$ cat src/rtl/bus_util_pkg.sv
// Shared types for the byte/word bus utilities: byte width, lane order and
// accumulator state encodings.
package bus_util_pkg;

  localparam int unsigned BYTE_W = 8;

  typedef enum logic {
    LITTLE = 1'b0,
    BIG    = 1'b1
  } endian_e;

  typedef enum logic {
    FILL    = 1'b0,
    PENDING = 1'b1
  } acc_state_e;

endpackage

$ cat src/rtl/byte_word_assembler_if.sv
// Byte-in / word-out handshake bundle for the byte-to-word assembler.
interface byte_word_assembler_if
  import bus_util_pkg::*;
#(
  parameter int unsigned N_BYTES = 4
) ();

  localparam int unsigned N_BITS = N_BYTES * BYTE_W;
  localparam int unsigned CNT_W  = $clog2(N_BYTES + 1);

  logic              big_endian;
  logic [BYTE_W-1:0] byte_in;
  logic              byte_valid;
  logic              byte_ready;
  logic              flush;
  logic [N_BITS-1:0] word_out;
  logic [N_BYTES-1:0] word_strb;
  logic              word_valid;
  logic              word_ready;
  logic [CNT_W-1:0]  byte_cnt;

  // Producer of bytes / consumer of words
  modport master (
    output big_endian, byte_in, byte_valid, flush, word_ready,
    input  byte_ready, word_out, word_strb, word_valid, byte_cnt
  );

  // The assembler itself
  modport slave (
    input  big_endian, byte_in, byte_valid, flush, word_ready,
    output byte_ready, word_out, word_strb, word_valid, byte_cnt
  );

endinterface

$ cat src/rtl/byte_lane_sel.sv
// Maps a byte index within a word plus lane order to a one-hot lane enable.
// Shared with the word-to-byte serializer.
module byte_lane_sel
  import bus_util_pkg::*;
#(
  parameter  int unsigned N_BYTES = 4,
  localparam int unsigned IDX_W   = $clog2(N_BYTES)
) (
  input  logic [IDX_W-1:0]   i_idx,
  input  endian_e            i_endian,
  output logic [N_BYTES-1:0] o_lane_en_c
);

  logic [IDX_W-1:0] w_lane;

  assign w_lane      = (i_endian == BIG) ? (IDX_W'(N_BYTES - 1) - i_idx) : i_idx;
  assign o_lane_en_c = N_BYTES'(1) << w_lane;

endmodule

$ cat src/rtl/byte_word_assembler.sv
// Byte-stream to word deserializer: accumulator plus output register so a
// full word can wait for the consumer while the next one fills.
module byte_word_assembler
  import bus_util_pkg::*;
#(
  parameter int unsigned N_BYTES = 4
) (
  input logic                  CLK,
  input logic                  nRST,
  byte_word_assembler_if.slave bus
);

  localparam int unsigned N_BITS = N_BYTES * BYTE_W;
  localparam int unsigned CNT_W  = $clog2(N_BYTES + 1);
  localparam int unsigned IDX_W  = $clog2(N_BYTES);

  acc_state_e         r_state;
  endian_e            r_endian;
  logic [N_BITS-1:0]  r_acc_data;
  logic [N_BYTES-1:0] r_acc_strb;
  logic [CNT_W-1:0]   r_cnt;
  logic [N_BITS-1:0]  r_out_data;
  logic [N_BYTES-1:0] r_out_strb;
  logic               r_out_valid;

  logic               w_accept;
  logic               w_xfer;
  logic               w_out_free;
  logic               w_close;
  endian_e            w_endian;
  logic [N_BYTES-1:0] w_lane_en;
  logic [N_BITS-1:0]  w_acc_data;
  logic [N_BYTES-1:0] w_acc_strb;
  logic [CNT_W-1:0]   w_cnt;

  assign w_accept   = bus.byte_valid && (r_state == FILL);
  assign w_xfer     = r_out_valid && bus.word_ready;
  assign w_out_free = !r_out_valid || w_xfer;

  // Lane order is sampled on the first byte and held for the rest of the word
  assign w_endian = (r_cnt == '0) ? endian_e'(bus.big_endian) : r_endian;

  byte_lane_sel #(
    .N_BYTES (N_BYTES)
  ) u_lane_sel (
    .i_idx       (IDX_W'(r_cnt)),
    .i_endian    (w_endian),
    .o_lane_en_c (w_lane_en)
  );

  // Accumulator contents including the byte accepted this cycle
  always_comb begin
    w_acc_data = r_acc_data;
    w_acc_strb = r_acc_strb;
    w_cnt      = r_cnt;
    if (w_accept) begin
      for (int i = 0; i < N_BYTES; i++) begin
        if (w_lane_en[i]) w_acc_data[i*BYTE_W +: BYTE_W] = bus.byte_in;
      end
      w_acc_strb = r_acc_strb | w_lane_en;
      w_cnt      = r_cnt + CNT_W'(1);
    end
  end

  // A coincident accept is folded into the word before a flush closes it
  assign w_close = (r_state == FILL) &&
                   ((w_accept && (r_cnt == CNT_W'(N_BYTES - 1))) ||
                    (bus.flush && ((r_cnt != '0) || w_accept)));

  always_ff @(posedge CLK or negedge nRST) begin
    if (!nRST) begin
      r_state     <= FILL;
      r_endian    <= LITTLE;
      r_acc_data  <= '0;
      r_acc_strb  <= '0;
      r_cnt       <= '0;
      r_out_data  <= '0;
      r_out_strb  <= '0;
      r_out_valid <= 1'b0;
    end else begin
      if (w_xfer) r_out_valid <= 1'b0;
      case (r_state)
        FILL: begin
          if (w_accept && (r_cnt == '0)) r_endian <= w_endian;
          if (w_close && w_out_free) begin
            r_out_data  <= w_acc_data;
            r_out_strb  <= w_acc_strb;
            r_out_valid <= 1'b1;
            r_acc_data  <= '0;
            r_acc_strb  <= '0;
            r_cnt       <= '0;
          end else begin
            r_acc_data <= w_acc_data;
            r_acc_strb <= w_acc_strb;
            r_cnt      <= w_cnt;
            if (w_close) r_state <= PENDING;
          end
        end
        PENDING: begin
          if (w_xfer) begin
            r_out_data  <= r_acc_data;
            r_out_strb  <= r_acc_strb;
            r_out_valid <= 1'b1;
            r_acc_data  <= '0;
            r_acc_strb  <= '0;
            r_cnt       <= '0;
            r_state     <= FILL;
          end
        end
        default: r_state <= FILL;
      endcase
    end
  end

  assign bus.byte_ready = (r_state == FILL);
  assign bus.word_out   = r_out_data;
  assign bus.word_strb  = r_out_strb;
  assign bus.word_valid = r_out_valid;
  assign bus.byte_cnt   = r_cnt;

endmodule
$ cat src/flat_wrapper.sv
// flat-port wrapper written by rule: the top's interface ports become plain ports
module byte_word_assembler_flat import bus_util_pkg::*;
#(
  parameter int unsigned N_BYTES = 4
)
  (CLK, nRST, bus_big_endian, bus_byte_in, bus_byte_valid, bus_flush, bus_word_ready, bus_byte_ready, bus_word_out, bus_word_strb, bus_word_valid, bus_byte_cnt);
  byte_word_assembler_if #(.N_BYTES(N_BYTES)) bus_i ();
  input logic CLK;
  input logic nRST;
  input wire logic [$bits(bus_i.big_endian)-1:0] bus_big_endian;
  input wire logic [$bits(bus_i.byte_in)-1:0] bus_byte_in;
  input wire logic [$bits(bus_i.byte_valid)-1:0] bus_byte_valid;
  input wire logic [$bits(bus_i.flush)-1:0] bus_flush;
  input wire logic [$bits(bus_i.word_ready)-1:0] bus_word_ready;
  output wire logic [$bits(bus_i.byte_ready)-1:0] bus_byte_ready;
  output wire logic [$bits(bus_i.word_out)-1:0] bus_word_out;
  output wire logic [$bits(bus_i.word_strb)-1:0] bus_word_strb;
  output wire logic [$bits(bus_i.word_valid)-1:0] bus_word_valid;
  output wire logic [$bits(bus_i.byte_cnt)-1:0] bus_byte_cnt;
  assign bus_i.big_endian = bus_big_endian;
  assign bus_i.byte_in = bus_byte_in;
  assign bus_i.byte_valid = bus_byte_valid;
  assign bus_i.flush = bus_flush;
  assign bus_i.word_ready = bus_word_ready;
  assign bus_byte_ready = bus_i.byte_ready;
  assign bus_word_out = bus_i.word_out;
  assign bus_word_strb = bus_i.word_strb;
  assign bus_word_valid = bus_i.word_valid;
  assign bus_byte_cnt = bus_i.byte_cnt;
  byte_word_assembler #(.N_BYTES(N_BYTES)) u_core (.CLK(CLK), .nRST(nRST), .bus(bus_i));
endmodule
$ cat config.mk
export PLATFORM = sky130hd
export DESIGN_NAME = byte_word_assembler_flat
export DESIGN_NICKNAME = d
export VERILOG_FILES = /design/src/rtl/bus_util_pkg.sv /design/src/rtl/byte_word_assembler_if.sv /design/src/rtl/byte_lane_sel.sv /design/src/rtl/byte_word_assembler.sv /design/src/flat_wrapper.sv
export SDC_FILE = /design/constraint.sdc
export NUM_CORES = 1
export LEC_CHECK = 0
export BUFFER_PORTS_ARGS = -buffer_cell sky130_fd_sc_hd__buf_4
export CAP_MARGIN = 0
export CORE_MARGIN = 2
export CORE_UTILIZATION = 55
export CTS_BUF_LIST = sky130_fd_sc_hd__clkbuf_8
export DETAILED_ROUTE_END_ITERATION = 7
export PLACE_DENSITY = 0.78
export SETUP_SLACK_MARGIN = 0.05
export SLEW_MARGIN = 20
export SYNTH_ARGS = -nofsm -noshare
export SYNTH_HDL_FRONTEND = slang
export SYNTH_SLANG_ARGS = --single-unit
export TNS_END_PERCENT = 30
$ cat constraint.sdc
create_clock -name CLK -period 3.4 [get_ports CLK]
set_clock_uncertainty 0.1 [all_clocks]
set_input_delay 0.17 -clock CLK [delete_from_list [all_inputs] [get_ports CLK]]
set_output_delay 0.17 -clock CLK [all_outputs]
set_load 0.05 [all_outputs]
==> flow_metrics.env, run 1 <==
export IMPL_rsz0062_at_grt="false"
export IMPL_cts_tree="built"
export IMPL_area_growth_pct=18.86
export IMPL_hp_class="in -> reg"
export IMPL_period_share=0.7884
export IMPL_syn_nets=313
export IMPL_io_pins=55
export IMPL_status="finished, final reports clean"
export IMPL_mostFrequentLayoutCells="dfrtp_1 (78), buf_4 (60), mux2i_1 (36), nor2_1 (36), a21oi_1 (34)"
export IMPL_firstDrtPassIters=4
export IMPL_fp_coreArea_um2=6241
export IMPL_max_freq_ghz=0.3731
export IMPL_routabilityCongestion=0.8194
export IMPL_synth_cells=296
export IMPL_cts_buffers=9
export IMPL_grt_pass1_vias=2306
export IMPL_yosys_top_cells_area="dfrtp_1 (56%), mux2i_1 (10%), a22o_1 (8.0%)"
export IMPL_worst_pin_slew_ps=947.7
export IMPL_worstPathCellList="inv_1, ha_1, nor2b_4, mux2i_4, mux2i_1, buf_4, nor2b_1, a22o_1"
export IMPL_synth_top_area_cell="dfrtp_1"
export IMPL_netlist_area_leader_share=0.5581
export IMPL_via_per_inst=5.639
export IMPL_vias=2408
export IMPL_wire_per_inst_um=16.82
export IMPL_synth_distinct_cells=35
export IMPL_arrival_ps=2860
export IMPL_die_y_um=83.74
export IMPL_gr_total_overflow=0
export IMPL_synthesis_area_um2=3497
export IMPL_wl_um=7184
export IMPL_dp_hpwl_um=4726
export IMPL_diodes=0
export IMPL_fin_tns_setup_ps=0
export IMPL_critPathMaxStageDelay_ps=510
export IMPL_clock_latency_ps=350
export IMPL_die_w_um=83.74
export IMPL_ys_seq_area_frac=0.5581
export IMPL_period_minus_slack_ps=2681
export IMPL_drive_gt1_frac=0.2571
export IMPL_track_usage=0.2163
export IMPL_slew_headroom=0.3682
export IMPL_die_area_um2=7012
export IMPL_drc=0
export IMPL_htree_levels=3
export IMPL_final_max_slew_viol_count=0
export IMPL_critPathKind="reg -> reg"
export IMPL_finalHoldViolations=0
export IMPL_grt_antenna_before_repair=0
export IMPL_cap_violations=0
export IMPL_worstPathMaxFanout=11
export IMPL_grt_max_degree=79
export IMPL_final_setup_viol_count=0
export IMPL_crit_path_end_kind="flop"
export IMPL_crit_slowest_cell="nor2b_1"
export IMPL_clk_pin_slew_ps=80
export IMPL_ys_ff_latch=78
export IMPL_rows=29
export IMPL_max_clock_path_buffers=2
export IMPL_initial_core_util=0.5603
export IMPL_ant_nets=0
export IMPL_port_buffers=54
export IMPL_layout_commonest_cell="dfrtp_1"
export IMPL_post_cts_buffers=0
export IMPL_startpoint_type="flop"
export IMPL_finalNetCount=362
export IMPL_drt_initial_drc_count=221
export IMPL_crit_required_ps=3580
export IMPL_grt_pass1_wl_um=11800
export IMPL_yosysWarnings=0
export IMPL_syn_avg_cell_area_um2=11.81
export IMPL_clock_tree_root_cell="clkbuf_8"
export IMPL_cts_sinks=78
critical path: cells and delay by family (launching register included):
family                     cells  cell delay [ps]
AOI/OAI and AO/OA              1              240
adders and majority gates      1              170
buffers and inverters          2              400
DFF                            1              450
muxes                          2              560
and+or+nand+nor                2              690
path summary, 6_finish.rpt:
| path | cells past startpoint | slack [ps] | startpoint | to |
|---|---|---|---|---|
| setup / recovery | 8 | 720 | u_core.bus.byte_cnt[0]$_DFFE_PN0P_ | u_core.r_acc_data[25]$_DFFE_PN0P_ |
| hold reg to reg | 1 | 390 | u_core.r_acc_strb[1]$_DFFE_PN0P_ | u_core.r_acc_strb[1]$_DFFE_PN0P_ |
| setup reg to reg | 8 | 720 | u_core.bus.byte_cnt[0]$_DFFE_PN0P_ | u_core.r_acc_data[25]$_DFFE_PN0P_ |
| hold / removal | 2 | 30 | bus_byte_in[0] | u_core.r_acc_data[0]$_DFFE_PN0P_ |
| min in group asynchronous | 2 | 420 | nRST | u_core.bus.word_out[5]$_DFFE_PN0P_ |
| max in group asynchronous | 2 | 2180 | nRST | u_core.bus.word_out[13]$_DFFE_PN0P_ |
state kept, by name, summed over array words and instances, names as in the netlist:
register	count
u_core.bus.byte_cnt	3
u_core.bus.word_out	32
u_core.bus.word_strb	4
u_core.bus.word_valid	1
u_core.r_acc_data	32
u_core.r_acc_strb	4
u_core.r_endian	1
u_core.r_state	1
what timing repair did:
| action | 4_1_cts | 5_1_grt |
|---|---|---|
| hold buffers | 3 | 0 |
| hold endpoints to repair | 80 | 0 |
| gates resized for setup | 0 | 0 |
metrics by stage:
| stage | setup WS [ps] | cells | hold slack [ps] | utilization | instance area [µm²] |
|---|---|---|---|---|---|
| 2_1_floorplan | 1006 | 296 | -225.6 | - | 3497 |
| 3_3_place_gp | 937.7 | 408 | 254.2 | 0.6231 | 3889 |
| 3_5_place_dp | 807.2 | 408 | 264.5 | 0.6231 | 3889 |
| 4_1_cts | 749.6 | 427 | 19.76 | 0.6660 | 4156 |
| 5_1_grt | 613.7 | 427 | 27.05 | 0.6660 | 4156 |
| 6_report | 719.5 | 427 | 33.80 | 0.6660 | 4156 |
metal layers:
metal,vias to the layer above,track usage,wire length (µm)
met5,-,0,0
met2,65,0.3331,3447
met3,10,0.04748,350
li1,1146,-,-
met1,1187,0.3056,3292
met4,0,0.07771,94
kinds of logic (layout without fill, tap and decap cells):
| group | Yosys count | after routing | share of synthesized area |
|---|---|---|---|
| AOI/OAI and AO/OA | 80 | 80 | 0.1603 |
| adders and majority gates | 3 | 3 | 0.01073 |
| buffers and inverters | 34 | 88 | 0.05653 |
| DFF | 78 | 78 | 0.5581 |
| muxes | 38 | 38 | 0.1127 |
| and+or+nand+nor | 63 | 63 | 0.1016 |
Yosys cell counts, drive strengths merged:
master and count:
dfrtp 78, nor2 40, mux2i 37, a21oi 34, a22o 32, buf 15, clkbuf 10, inv 9
nor3 7, a31oi 5, nand2 4, nor2b 4, o21a 4, a31o 3, ha 3, nand3 3
nand2b 2, and2b 1, and3 1, mux2 1, o21ai 1, o21bai 1, or3b 1
layout make-up:
class / count / area, µm²
Clock buffer: 9 / 123.9
Multi-Input combinational cell: 184 / 1356
Tap cell: 77 / 96.34
Clock inverter: 7 / 113.9
Fill cell: 475 / 2085
Inverter: 9 / 33.78
Sequential cell: 78 / 1952
Timing Repair Buffer: 63 / 480.5
Power of run 1 is not shown: default switching activity piles up to over one toggle a cycle in this logic, so the estimate is an artifact.
==> inputs of run 2 (changes only) <==
- clock period: 3.4 -> 2.6 ns (I/O delays scaled with it)
==> run 2 against run 1 <==
  * Hold slack got worse by 20 ps
  * Utilization rose by 2.0 points
  * Setup slack got worse by 450 ps
  * Die area did not move
  * First-iteration DRC count fell by 27%
  * Via count rose by 2.6%
==> flow_metrics.env, run 2 (same netlist as run 1, synthesis figures left out) <==
export IMPL_vias=2471
export IMPL_port_buffers=54
export IMPL_hp_class="in -> reg"
export IMPL_fp_coreArea_um2=6241
export IMPL_io_pins=55
export IMPL_cts_buffers=9
export IMPL_fin_tns_setup_ps=0
export IMPL_clock_latency_ps=350
export IMPL_status="finished, final reports clean"
export IMPL_power_density_nw_per_um2=1531
export IMPL_final_setup_viol_count=0
export IMPL_firstDrtPassIters=4
export IMPL_startpoint_type="flop"
export IMPL_mostFrequentLayoutCells="dfrtp_1 (78), buf_4 (63), mux2i_1 (36), nor2_1 (36), a21oi_1 (34)"
export IMPL_initial_core_util=0.5603
export IMPL_grt_pass1_vias=2382
export IMPL_drc=0
export IMPL_rows=29
export IMPL_dp_hpwl_um=4669
export IMPL_wire_per_inst_um=16.50
export IMPL_period_share=0.8957
export IMPL_max_freq_ghz=0.4294
export IMPL_grt_antenna_before_repair=0
export IMPL_area_growth_pct=22.40
export IMPL_wl_um=7245
export IMPL_cts_tree="built"
export IMPL_track_usage=0.2210
export IMPL_arrival_ps=2520
export IMPL_p_leak_nw=2.213
export IMPL_cts_sinks=78
export IMPL_clk_pin_slew_ps=70
export IMPL_htree_levels=3
export IMPL_critPathKind="reg -> reg"
export IMPL_die_w_um=83.74
export IMPL_via_per_inst=5.629
export IMPL_max_clock_path_buffers=2
export IMPL_period_minus_slack_ps=2329
export IMPL_grt_max_degree=79
export IMPL_worstRegToRegCells=9
export IMPL_worstPathCellList="inv_1, ha_1, nor2b_4, mux2i_4, mux2i_1, buf_12, nor2b_1, buf_4, a22o_1"
export IMPL_crit_slowest_cell="dfrtp_1"
export IMPL_critPathMaxStageDelay_ps=450
export IMPL_holdPathStages=2
export IMPL_grt_pass1_wl_um=12140
export IMPL_worstPathMaxFanout=11
export IMPL_cap_violations=0
export IMPL_hold_ws_ps=13.75
export IMPL_diodes=0
export IMPL_routabilityCongestion=0.7991
export IMPL_layout_commonest_cell="dfrtp_1"
export IMPL_clock_tree_root_cell="clkbuf_8"
export IMPL_crit_required_ps=2790
export IMPL_die_area_um2=7012
export IMPL_crit_path_end_kind="flop"
export IMPL_ant_nets=0
export IMPL_gr_total_overflow=0
export IMPL_drive_gt1_frac=0.2652
export IMPL_finalNetCount=374
export IMPL_finalHoldViolations=0
export IMPL_worst_pin_slew_ps=959.7
export IMPL_die_y_um=83.74
export IMPL_final_max_slew_viol_count=0
export IMPL_slew_headroom=0.3602
export IMPL_ir_drop_mv=0.8615
export IMPL_rsz0062_at_grt="false"
export IMPL_drt_initial_drc_count=162
export IMPL_post_cts_buffers=0
-- run 2: cell types whose count changed in the layout (fill, tap and decap cells not counted) --
cell           previous run  this run
clkbuf_8                  9        10
clkinvlp_4                2         1
dlygate4sd3_1             3        10
inv_6                     0         1
buf_4                    60        63
and2b_2                   0         1
bufinv_16                 3         2
nor2b_4                   1         2
nor2b_2                   1         0
buf_12                    0         2
and2b_1                   1         0
-- run 2: path summary, 6_finish.rpt --
check                                                      end                                from  slack, ps
max                          u_core.r_acc_data[31]$_DFFE_PN0P_  u_core.bus.byte_cnt[1]$_DFFE_PN0P_        270
min                          u_core.r_acc_data[28]$_DFFE_PN0P_                      bus_byte_in[4]         10
max reg2reg                  u_core.r_acc_data[31]$_DFFE_PN0P_  u_core.bus.byte_cnt[1]$_DFFE_PN0P_        270
min reg2reg                   u_core.r_acc_strb[1]$_DFFE_PN0P_    u_core.r_acc_strb[1]$_DFFE_PN0P_        400
max in group asynchronous  u_core.bus.word_strb[0]$_DFFE_PN0P_                                nRST       1410
min in group asynchronous   u_core.bus.word_out[7]$_DFFE_PN0P_                                nRST        340
-- run 2: layout make-up --
cell class,instances,area (µm²)
Fill cell,450,1961
Sequential cell,78,1952
Multi-Input combinational cell,184,1363
Timing Repair Buffer,75,613.1
Clock buffer,10,137.6
Tap cell,77,96.34
Clock inverter,6,85.08
Inverter,9,33.78
-- run 2: where the power goes --
group	total [W]	leakage, nW	internal, W	switching (W)
registers	0.00204	1.00	0.00173	0.000305
logic	0.00350	1.10	0.00122	0.00228
clock network	0.00101	0.114	0.000565	0.000448
-- run 2: what timing repair did --
action                                  in CTS  in global routing
endpoints found under the setup margin       0                 16
hold endpoints to repair                    96                  0
hold buffers                                10                  0
resized for setup                            0                  2
-- run 2: per-stage QoR --
stage / cell area, µm² / utilization / total power [W] / setup slack (ps) / std cells
final: 4280 / 0.6858 / 0.006554 / 271.3 / 439
after global routing: 4280 / 0.6858 / 0.006951 / 61.67 / 439
after CTS: 4274 / 0.6848 / 0.006588 / 193.1 / 439
after detailed placement: 3951 / 0.6331 / 0.005543 / 218.7 / 413
after global placement: 3951 / 0.6331 / 0.005467 / 308.0 / 413
after floorplan: 3497 / - / 0.004640 / 205.9 / 296
-- run 2: layer usage --
metal	vias to the layer above	track usage	share of wire
li1	1166	-	-
met1	1236	0.3123	0.44
met2	57	0.3433	0.50
met3	12	0.03858	0.046
met4	0	0.08798	0.020
met5	-	0	0
-- run 2: critical path: cells and delay by family (launching register included) --
| kind | cells | cell delay [ps] |
|---|---|---|
| AO/OA/AOI/OAI | 1 | 120 |
| adder cells (fa/ha/maj) | 1 | 160 |
| buffers and inverters | 3 | 460 |
| flip-flops | 1 | 450 |
| multiplexers | 2 | 630 |
| AND/OR/NAND/NOR | 2 | 340 |
Power figures use the tool's default switching activity.
==> inputs of run 3 (changes only) <==
- RECOVER_POWER: unset -> 100
==> run 3 against run 2 <==
  * The run now ends with max-capacitance violations, max-slew violations left
  * Sequential share of layout area up 1.9 points
  * Critical path depth down 1
  * Global-route usage unchanged
  * First-iteration DRC count grew 3.7%
  * Flip-flop and latch count stayed put
  * Design area shrank 4.0%
  * Die area stayed put
  * Register-to-register slack worse by 20 ps
  * Via count up 0.32%
  * Setup slack lost 16 ps
  * Utilization is 2.7 points lower
==> flow_metrics.env, run 3 (same netlist as run 1, synthesis figures left out) <==
export IMPL_max_freq_ghz=0.4264
export IMPL_endpoint="u_core.bus.word_strb[2]$_DFFE_PN0P_"
export IMPL_initial_core_util=0.5603
export IMPL_clock_latency_ps=350
export IMPL_violations="max-capacitance violations, max-slew violations"
export IMPL_vias=2479
export IMPL_cap_violations=1
export IMPL_post_cts_buffers=0
export IMPL_die_y_um=83.74
export IMPL_grt_antenna_before_repair=0
export IMPL_cts_sinks=78
export IMPL_die_area_um2=7012
export IMPL_via_per_inst=5.647
export IMPL_crit_path_start="u_core.bus.byte_cnt[1]$_DFFE_PN0P_"
export IMPL_io_pins=55
export IMPL_cts_buffers=9
export IMPL_ant_nets=0
export IMPL_slew_headroom=-0.2419
export IMPL_status="finished with violations"
export IMPL_grt_pass1_vias=2382
export IMPL_gr_total_overflow=0
export IMPL_critPathKind="reg -> reg"
export IMPL_track_usage=0.2210
export IMPL_fin_tns_setup_ps=0
export IMPL_area_growth_pct=17.53
export IMPL_port_buffers=54
export IMPL_crit_path_end_kind="flop"
export IMPL_arrival_ps=2520
export IMPL_rows=29
export IMPL_worstRegToRegCells=8
export IMPL_reg2reg_from="u_core.bus.byte_cnt[1]$_DFFE_PN0P_"
export IMPL_drc=0
export IMPL_routabilityCongestion=0.7991
export IMPL_max_clock_path_buffers=2
export IMPL_final_setup_viol_count=0
export IMPL_fp_coreArea_um2=6241
export IMPL_worst_pin_slew_ps=1863
export IMPL_hp_class="in -> reg"
export IMPL_cts_tree="built"
export IMPL_grt_pass1_wl_um=12140
export IMPL_r2r_end="u_core.bus.word_strb[2]$_DFFE_PN0P_"
export IMPL_rsz0062_at_grt="false"
export IMPL_layout_commonest_cell="dfrtp_1"
export IMPL_clk_pin_slew_ps=80
export IMPL_final_max_slew_viol_count=79
export IMPL_firstDrtPassIters=4
export IMPL_place_ws_ps=218.7
export IMPL_period_minus_slack_ps=2345
export IMPL_finalHoldViolations=0
export IMPL_dp_hpwl_um=4669
export IMPL_startpoint_type="flop"
export IMPL_clock_tree_root_cell="clkbuf_8"
export IMPL_r2r_slack_ps=260
export IMPL_drive_gt1_frac=0.1436
export IMPL_wire_per_inst_um=16.57
export IMPL_fin_ws_ps=255.0
export IMPL_crit_required_ps=2770
export IMPL_die_w_um=83.74
export IMPL_htree_levels=3
export IMPL_mostFrequentLayoutCells="dfrtp_1 (78), clkbuf_1 (41), mux2i_1 (36), nor2_1 (36), a21oi_1 (34)"
export IMPL_drt_initial_drc_count=168
export IMPL_worstPathMaxFanout=26
export IMPL_grt_max_degree=79
export IMPL_period_share=0.9019
export IMPL_finalNetCount=374
export IMPL_wl_um=7274
export IMPL_diodes=0
run 3: cell types whose count changed in the layout (fill, tap and decap cells not counted), sizes merged:
cell | previous run | this run
clkbuf | 10 | 53
buf | 65 | 22
run 3: final cells by class:
cell class	count	area, µm²
fillers	479	2131
flip-flops and latches	78	1952
multi-input cells	184	1354
repair buffers	75	451.7
clock buffers	10	137.6
well taps	77	96.34
clock inverters	6	85.08
inverters	9	33.78
run 3: through the flow:
step | util | instance area, µm² | std cells | hold slack, ps
global placement | 0.6331 | 3951 | 413 | 212.5
global route | 0.6586 | 4110 | 439 | 13.31
finish | 0.6586 | 4110 | 439 | 20.45
CTS | 0.6848 | 4274 | 439 | 10.78
detailed placement | 0.6331 | 3951 | 413 | 229.7
floorplan | - | 3497 | 296 | -265.6
run 3: worst max-delay path: stages, from the launching register on:
cell and delay [ps]:
dfrtp_1 440, inv_1 100, ha_1 190, or3b_1 190
nand2_1 110, a31oi_4 390, buf_2 490, nor2_1 90
a31oi_1 150
run 3: routing by layer:
metal / track usage / routed length (µm) / vias to the layer above
met5: 0 / 0 / -
met4: 0.08798 / 138 / 0
met3: 0.03858 / 339 / 15
met2: 0.3433 / 3587 / 68
met1: 0.3123 / 3209 / 1227
li1: - / - / 1169
run 3: timing repair:
action                                  in CTS  in global routing
endpoints found under the hold margin       96                  0
resized for setup                            0                  2
hold buffers                                10                  0
endpoints found under the setup margin       0                 16
run 3: worst min-delay path by stage:
stage	from	endpoint	slack (ps)	depth (start not counted)
CTS	bus_byte_in[4]	u_core.r_acc_data[28]$_DFFE_PN0P_	10	2
global route	bus_byte_in[4]	u_core.r_acc_data[28]$_DFFE_PN0P_	10	2
detailed placement	bus_word_ready	u_core.r_state$_DFF_PN0_	230	2
finish	bus_byte_in[4]	u_core.r_acc_data[28]$_DFFE_PN0P_	20	2
floorplan	nRST	u_core.bus.byte_cnt[0]$_DFFE_PN0P_	-270	0
global placement	bus_word_ready	u_core.r_state$_DFF_PN0_	210	2
Power of run 3 is left out for the same reason.
